**src/rtl/mac_seq_pkg.sv**
```systemverilog
// Shared types and widths for the MAC dot-product sequencer.
// Holds the sequencer state encoding and the beat-counter width helper.
package mac_seq_pkg;

    localparam int OP_W  = 8;
    localparam int RES_W = 16;

    typedef enum logic [1:0] {
        CLEAR,
        ACCUM,
        DRAIN,
        RESULT
    } seq_state_e;

    // Smallest counter width that can hold the value max_len itself.
    function automatic int cnt_w_for(input int max_len);
        return $clog2(max_len + 1);
    endfunction

endpackage

```
**src/rtl/mac_dot_sequencer.sv**
```systemverilog
// Streams operand pairs into an external accumulating MAC, one vector at
// a time, and returns each vector's sum, sticky overflow and beat count.
module mac_dot_sequencer
    import mac_seq_pkg::*;
#(
    parameter int MAC_LAT = 1,
    parameter int MAX_LEN = 256,
    parameter int CNT_W   = cnt_w_for(MAX_LEN)
) (
    input  logic             clk,
    input  logic             rst,
    input  logic             s_valid,
    output logic             s_ready,
    input  logic [OP_W-1:0]  s_a,
    input  logic [OP_W-1:0]  s_b,
    input  logic             s_last,
    output logic [OP_W-1:0]  mac_a,
    output logic [OP_W-1:0]  mac_b,
    output logic             mac_cin,
    output logic             mac_rst,
    input  logic [RES_W-1:0] mac_out,
    input  logic             mac_cout,
    output logic             m_valid,
    input  logic             m_ready,
    output logic [RES_W-1:0] m_result,
    output logic             m_ovf,
    output logic             m_trunc,
    output logic [CNT_W-1:0] m_count
);

    localparam int LAT_W = (MAC_LAT > 1) ? $clog2(MAC_LAT) : 1;

    seq_state_e       r_state;
    seq_state_e       w_next;
    logic [CNT_W-1:0] r_count;
    logic [LAT_W-1:0] r_lat;
    logic [RES_W-1:0] r_result;
    logic             r_ovf;
    logic             r_trunc;

    logic             w_accept;
    logic [CNT_W-1:0] w_cnt_inc;
    logic             w_hit_max;
    logic             w_lat_done;

    assign s_ready    = (r_state == ACCUM) && !rst;
    assign w_accept   = s_valid && s_ready;
    assign w_cnt_inc  = r_count + CNT_W'(1);
    assign w_hit_max  = (w_cnt_inc == CNT_W'(MAX_LEN));
    assign w_lat_done = (r_lat == LAT_W'(MAC_LAT - 1));

    // Idle cycles feed a zero product so the accumulator holds its value.
    assign mac_a   = w_accept ? s_a : '0;
    assign mac_b   = w_accept ? s_b : '0;
    assign mac_cin = 1'b0;
    assign mac_rst = (r_state == CLEAR) || rst;

    assign m_valid  = (r_state == RESULT);
    assign m_result = r_result;
    assign m_ovf    = r_ovf;
    assign m_trunc  = r_trunc;
    assign m_count  = r_count;

    always_comb begin
        w_next = r_state;
        unique case (r_state)
            CLEAR: begin
                w_next = ACCUM;
            end
            ACCUM: begin
                if (w_accept && (s_last || w_hit_max)) begin
                    w_next = DRAIN;
                end
            end
            DRAIN: begin
                if (w_lat_done) begin
                    w_next = RESULT;
                end
            end
            RESULT: begin
                if (m_ready) begin
                    w_next = CLEAR;
                end
            end
            default: begin
                w_next = CLEAR;
            end
        endcase
    end

    always_ff @(posedge clk) begin
        if (rst) begin
            r_state  <= CLEAR;
            r_count  <= '0;
            r_lat    <= '0;
            r_result <= '0;
            r_ovf    <= 1'b0;
            r_trunc  <= 1'b0;
        end else begin
            r_state <= w_next;
            unique case (r_state)
                CLEAR: begin
                    r_count  <= '0;
                    r_lat    <= '0;
                    r_result <= '0;
                    r_ovf    <= 1'b0;
                    r_trunc  <= 1'b0;
                end
                ACCUM: begin
                    r_ovf <= r_ovf | mac_cout;
                    if (w_accept) begin
                        r_count <= w_cnt_inc;
                        // An explicit last on the final allowed beat is a normal end.
                        if (!s_last && w_hit_max) begin
                            r_trunc <= 1'b1;
                        end
                    end
                end
                DRAIN: begin
                    r_ovf <= r_ovf | mac_cout;
                    r_lat <= r_lat + LAT_W'(1);
                    if (w_lat_done) begin
                        r_result <= mac_out;
                    end
                end
                RESULT: begin
                    r_lat <= '0;
                end
                default: begin
                    r_lat <= '0;
                end
            endcase
        end
    end

endmodule

```
**config.mk**
```make
export PLATFORM = sky130hd
export DESIGN_NAME = mac_dot_sequencer
export DESIGN_NICKNAME = d
export VERILOG_FILES = /design/src/rtl/mac_seq_pkg.sv /design/src/rtl/mac_dot_sequencer.sv
export SDC_FILE = /design/constraint.sdc
export NUM_CORES = 1
export LEC_CHECK = 0
export ABC_AREA = 1
export ABC_CLOCK_PERIOD_IN_PS = 1500
export CORE_UTILIZATION = 35
export DETAILED_ROUTE_END_ITERATION = 16
export PLACE_DENSITY_LB_ADDON = 0.12
export SLEW_MARGIN = 20
export SYNTH_ARGS = -nofsm -noshare
export SYNTH_HDL_FRONTEND = slang
export SYNTH_SLANG_ARGS = --single-unit
```
**constraint.sdc**
```tcl
create_clock -name clk -period 1.5 [get_ports clk]
set_input_delay 0.375 -clock clk [delete_from_list [all_inputs] [get_ports clk]]
set_output_delay 0.375 -clock clk [all_outputs]
set_load 0.01 [all_outputs]
```
==> metrics.md <==
| Metric | Value |
|---|---|
| Outcome | `finished, violations left` |
| Failing checks | `setup timing` |
| Initial core utilization | `37.7%` |
| Starting DRT DRC Count | `93` |
| Final Non-Filler Cells | `~420` |
| Die X | `68.8 um` |
| Placed insts | `389` |
| Buf/Inv on CP | `5` |
| Final hold vios | `0` |
| HP Class | `flip-flop to flip-flop` |
| Final ANT Viol Nets | `0` |
| Die area | `4730 um^2` |
| Final instance area | `about 3500 um^2` |
| Htree depth | `2` |
| Hold-fix buffers at CTS | `0` |
| Final HPWL DP | `3.33 mm` |
| Maxcap violations | `0` |
| Worst-path cell chain | `inv_2, ha_4, inv_4, nor2_4, buf_6, nand2_8, buf_6, nor2_4, buf_6` |
| Routability cong. | `0.828` |
| XOR/XNOR Fraction of Synth Area | `0%` |
| Post-synthesis sequential area ratio | `38.5%` |
| Peak VDD IR | `0.00111 V` |
| Fin crit share | `126%` |
| Setup slack, reg-to-reg | `-0.31 ns` |
| Total power | `4.19 mW` |
| DR WL/cell | `between 10 and 15 um` |
| Seq cells post-synth | `30` |
| Post-DR vias/cell | `between 4 and 5` |
| WL final | `~5.8 mm` |
| Final worst setup slack | `-0.385 ns` |
| Clock latency at the later pin of the worst-skew pair | `0.28 ns` |
| Port Buffer Count | `83` |
| WP data required | `1.12 ns` |
| Pre-CTS WS | `-0.775 ns` |
| Power Density | `1210 nW/um^2` |
| CP Launch Type | `flip-flop` |
| Placed Area | `2790 um^2` |
| Global route overflow | `0` |
| Clock buffer count from CTS | `5` |
| Vias in the first global route | `approximately 1900` |
| Row Count | `23` |
| CTS tree | `built` |
| Final #Nets | `412` |
| Antenna Cells | `0` |
| Gate count of the mapped netlist | `234` |
| Worst clock skew | `0.00624 ns` |
| Adder-Cell Fraction of Synth Area | `6.41%` |
| RSZ-0062 raised after global routing | `yes` |
| Post-layout util | `83.5%` |
| Compound-Gate Fraction of Synth Area | `between 10 and 15%` |
| Simple-gate share of the synthesized area | `about 31%` |
| Largest net degree at the start of global routing | `28` |
| Fill count | `248` |
| Portion of netlist area occupied by mux cells | `0%` |
| Share of layout cells above drive strength 1 | `around 49%` |
| Crit Path Category | `flip-flop to output pin` |
| 1st-pass router iterations | `6` |
| Tmin final | `1.88 ns` |
| CTS clk-pin slew, worst paths | `0.06 ns` |
| Crit path arrival time | `1.51 ns` |
| Area of the mapped netlist | `1560 um^2` |
| Leak Pwr | `1.61 nW` |
| Critical Path End Type | `output pin` |
| DIE HEIGHT | `68.8 um` |
| Via Count | `between 2000 and 2500` |
| Fmax | `0.531 GHz` |
| Gr usage total | `25.1%` |
| Area grow syn2layout | `122%` |
| Crit path max-delay family | `buffers and inverters` |
| Total core area | `4140 um^2` |
| Synth top area cells | `dfxtp_1, nand2_1, a21oi_1` |
| Global-route wire length before repair | `8.66 mm` |
| Yosys cell types | `25` |
| Max Fanout on Critical Path | `4` |
| Max stage delay on crit path | `about 0.32 ns` |
| CTS max path bufs | `2` |
| CP dominant cell by count | `buf_6` |
| Clk root buf | `clkbuf_8` |
| Initial antenna violation count | `0` |
| DRC Markers | `0` |
| CTS sink count | `30` |
| Max Slew Vio Count | `0` |
| Top Ports | `85` |
| Largest family of logic cells by synthesized area | `simple AND/OR/NAND/NOR gates` |
| Slowest cell on the critical path | `dfxtp_2` |
| YS warnings | `0` |
| Finish-stage setup viols | `47` |
| Area leader, netlist | `dfxtp_1` |
| Post-synth top area share | `38.5%` |
| Syn Nets | `280` |
| Syn avg cell area | `6.67 um^2` |
layout by cell type (no fill, tap or decap), types with 2 or more instances in the layout:
| cell | netlist | layout |
|---|---|---|
| a211oi_1 | 2 | 2 |
| a21oi_1 | 29 | 10 |
| a21oi_2 | 0 | 18 |
| buf_12 | 0 | 4 |
| buf_2 | 1 | 6 |
| buf_4 | 1 | 30 |
| buf_6 | 0 | 26 |
| clkbuf_8 | 0 | 6 |
| clkdlybuf4s50_1 | 0 | 35 |
| clkinv_4 | 0 | 2 |
| dfxtp_1 | 30 | 23 |
| dfxtp_2 | 0 | 4 |
| dfxtp_4 | 0 | 3 |
| dlygate4sd2_1 | 0 | 29 |
| ha_1 | 8 | 3 |
| ha_4 | 0 | 5 |
| inv_1 | 33 | 29 |
| inv_4 | 0 | 3 |
| nand2_1 | 70 | 41 |
| nand2_2 | 4 | 22 |
| nand2_4 | 0 | 10 |
| nand2_8 | 0 | 2 |
| nand3_1 | 9 | 2 |
| nand3_2 | 1 | 7 |
| nand4_1 | 3 | 3 |
| nor2_1 | 22 | 4 |
| nor2_2 | 3 | 7 |
| nor2_4 | 1 | 15 |
cells by family after synthesis:
logic type	after synthesis
simple gates	115
buf+inv	43
compound gates	37
flops	30
fa+ha+maj	8
other cells	1
report_power, final:
group,leakage (nW),internal (mW),switching (mW)
combinational,1.31,1.24,1.16
clock,0.0555,0.464,0.308
sequential,0.247,0.919,0.0980
worst min-delay path, delay by kind of cell (launching register included):
| family | cells | cell delay, ns |
|---|---|---|
| AOI/OAI and AO/OA | 1 | 0.05 |
| DFF | 1 | 0.31 |
| and+or+nand+nor | 1 | 0.06 |
state kept, by name (all words and copies together) (netlist names):
signal / flops
m_result: 16
m_ovf: 1
m_count: 9
m_trunc: 1
r_lat: 1
r_state: 2
final timing paths:
check	from	end	depth (start not counted)
min	m_result[6]	m_result[6]	2
min reg2reg	m_result[6]	m_result[6]	2
max	r_state[1]	mac_b[6]	9
max reg2reg	m_count[1]	r_state[0]	14
layer usage:
metal	up-vias	GRT usage, %	wire length, um
li1	985	-	-
met1	946	27.9	2220
met2	59	47.1	3220
met3	12	6.41	280
met4	0	6.38	87
met5	-	0	0
what timing repair did:
action / 4_1_cts / 5_1_grt
cloned: 2 / 0
pin swaps: 24 / 16
setup endpoints to repair: 74 / 47
buffers inserted: 15 / 8
gates resized for setup: 179 / 55
cell type report:
cell class / count / area (um^2) / share of cell area [%]
multi-input combinational: 162 / 1260 / 36.4
timing repair buffer: 131 / 1260 / 36.4
sequential: 30 / 617 / 17.8
inverter: 36 / 154 / 4.45
clock buffer: 7 / 108 / 3.11
tap: 50 / 62.6 / 1.81
cells in the mapped netlist (all sizes together):
master / count
nand2: 74
inv: 33
dfxtp: 30
a21oi: 29
nor2: 26
nand3: 10
ha: 8
clkbuf: 5
clkinv: 3
nand4: 3
a211oi: 2
buf: 2
o21ai: 2
o21bai: 2
a22oi: 1
a32o: 1
conb: 1
nand3b: 1
or2: 1
metrics by stage:
stage	hold slack [ns]	setup TNS [ns]
floorplan	0.481	-0.0252
global placement	0.445	-18.46
detailed placement	0.452	-20.12
CTS	0.458	-9.02
global route	0.477	-13.42
finish	0.458	-9.94
Note: power is estimated with default switching activity, not from simulation.
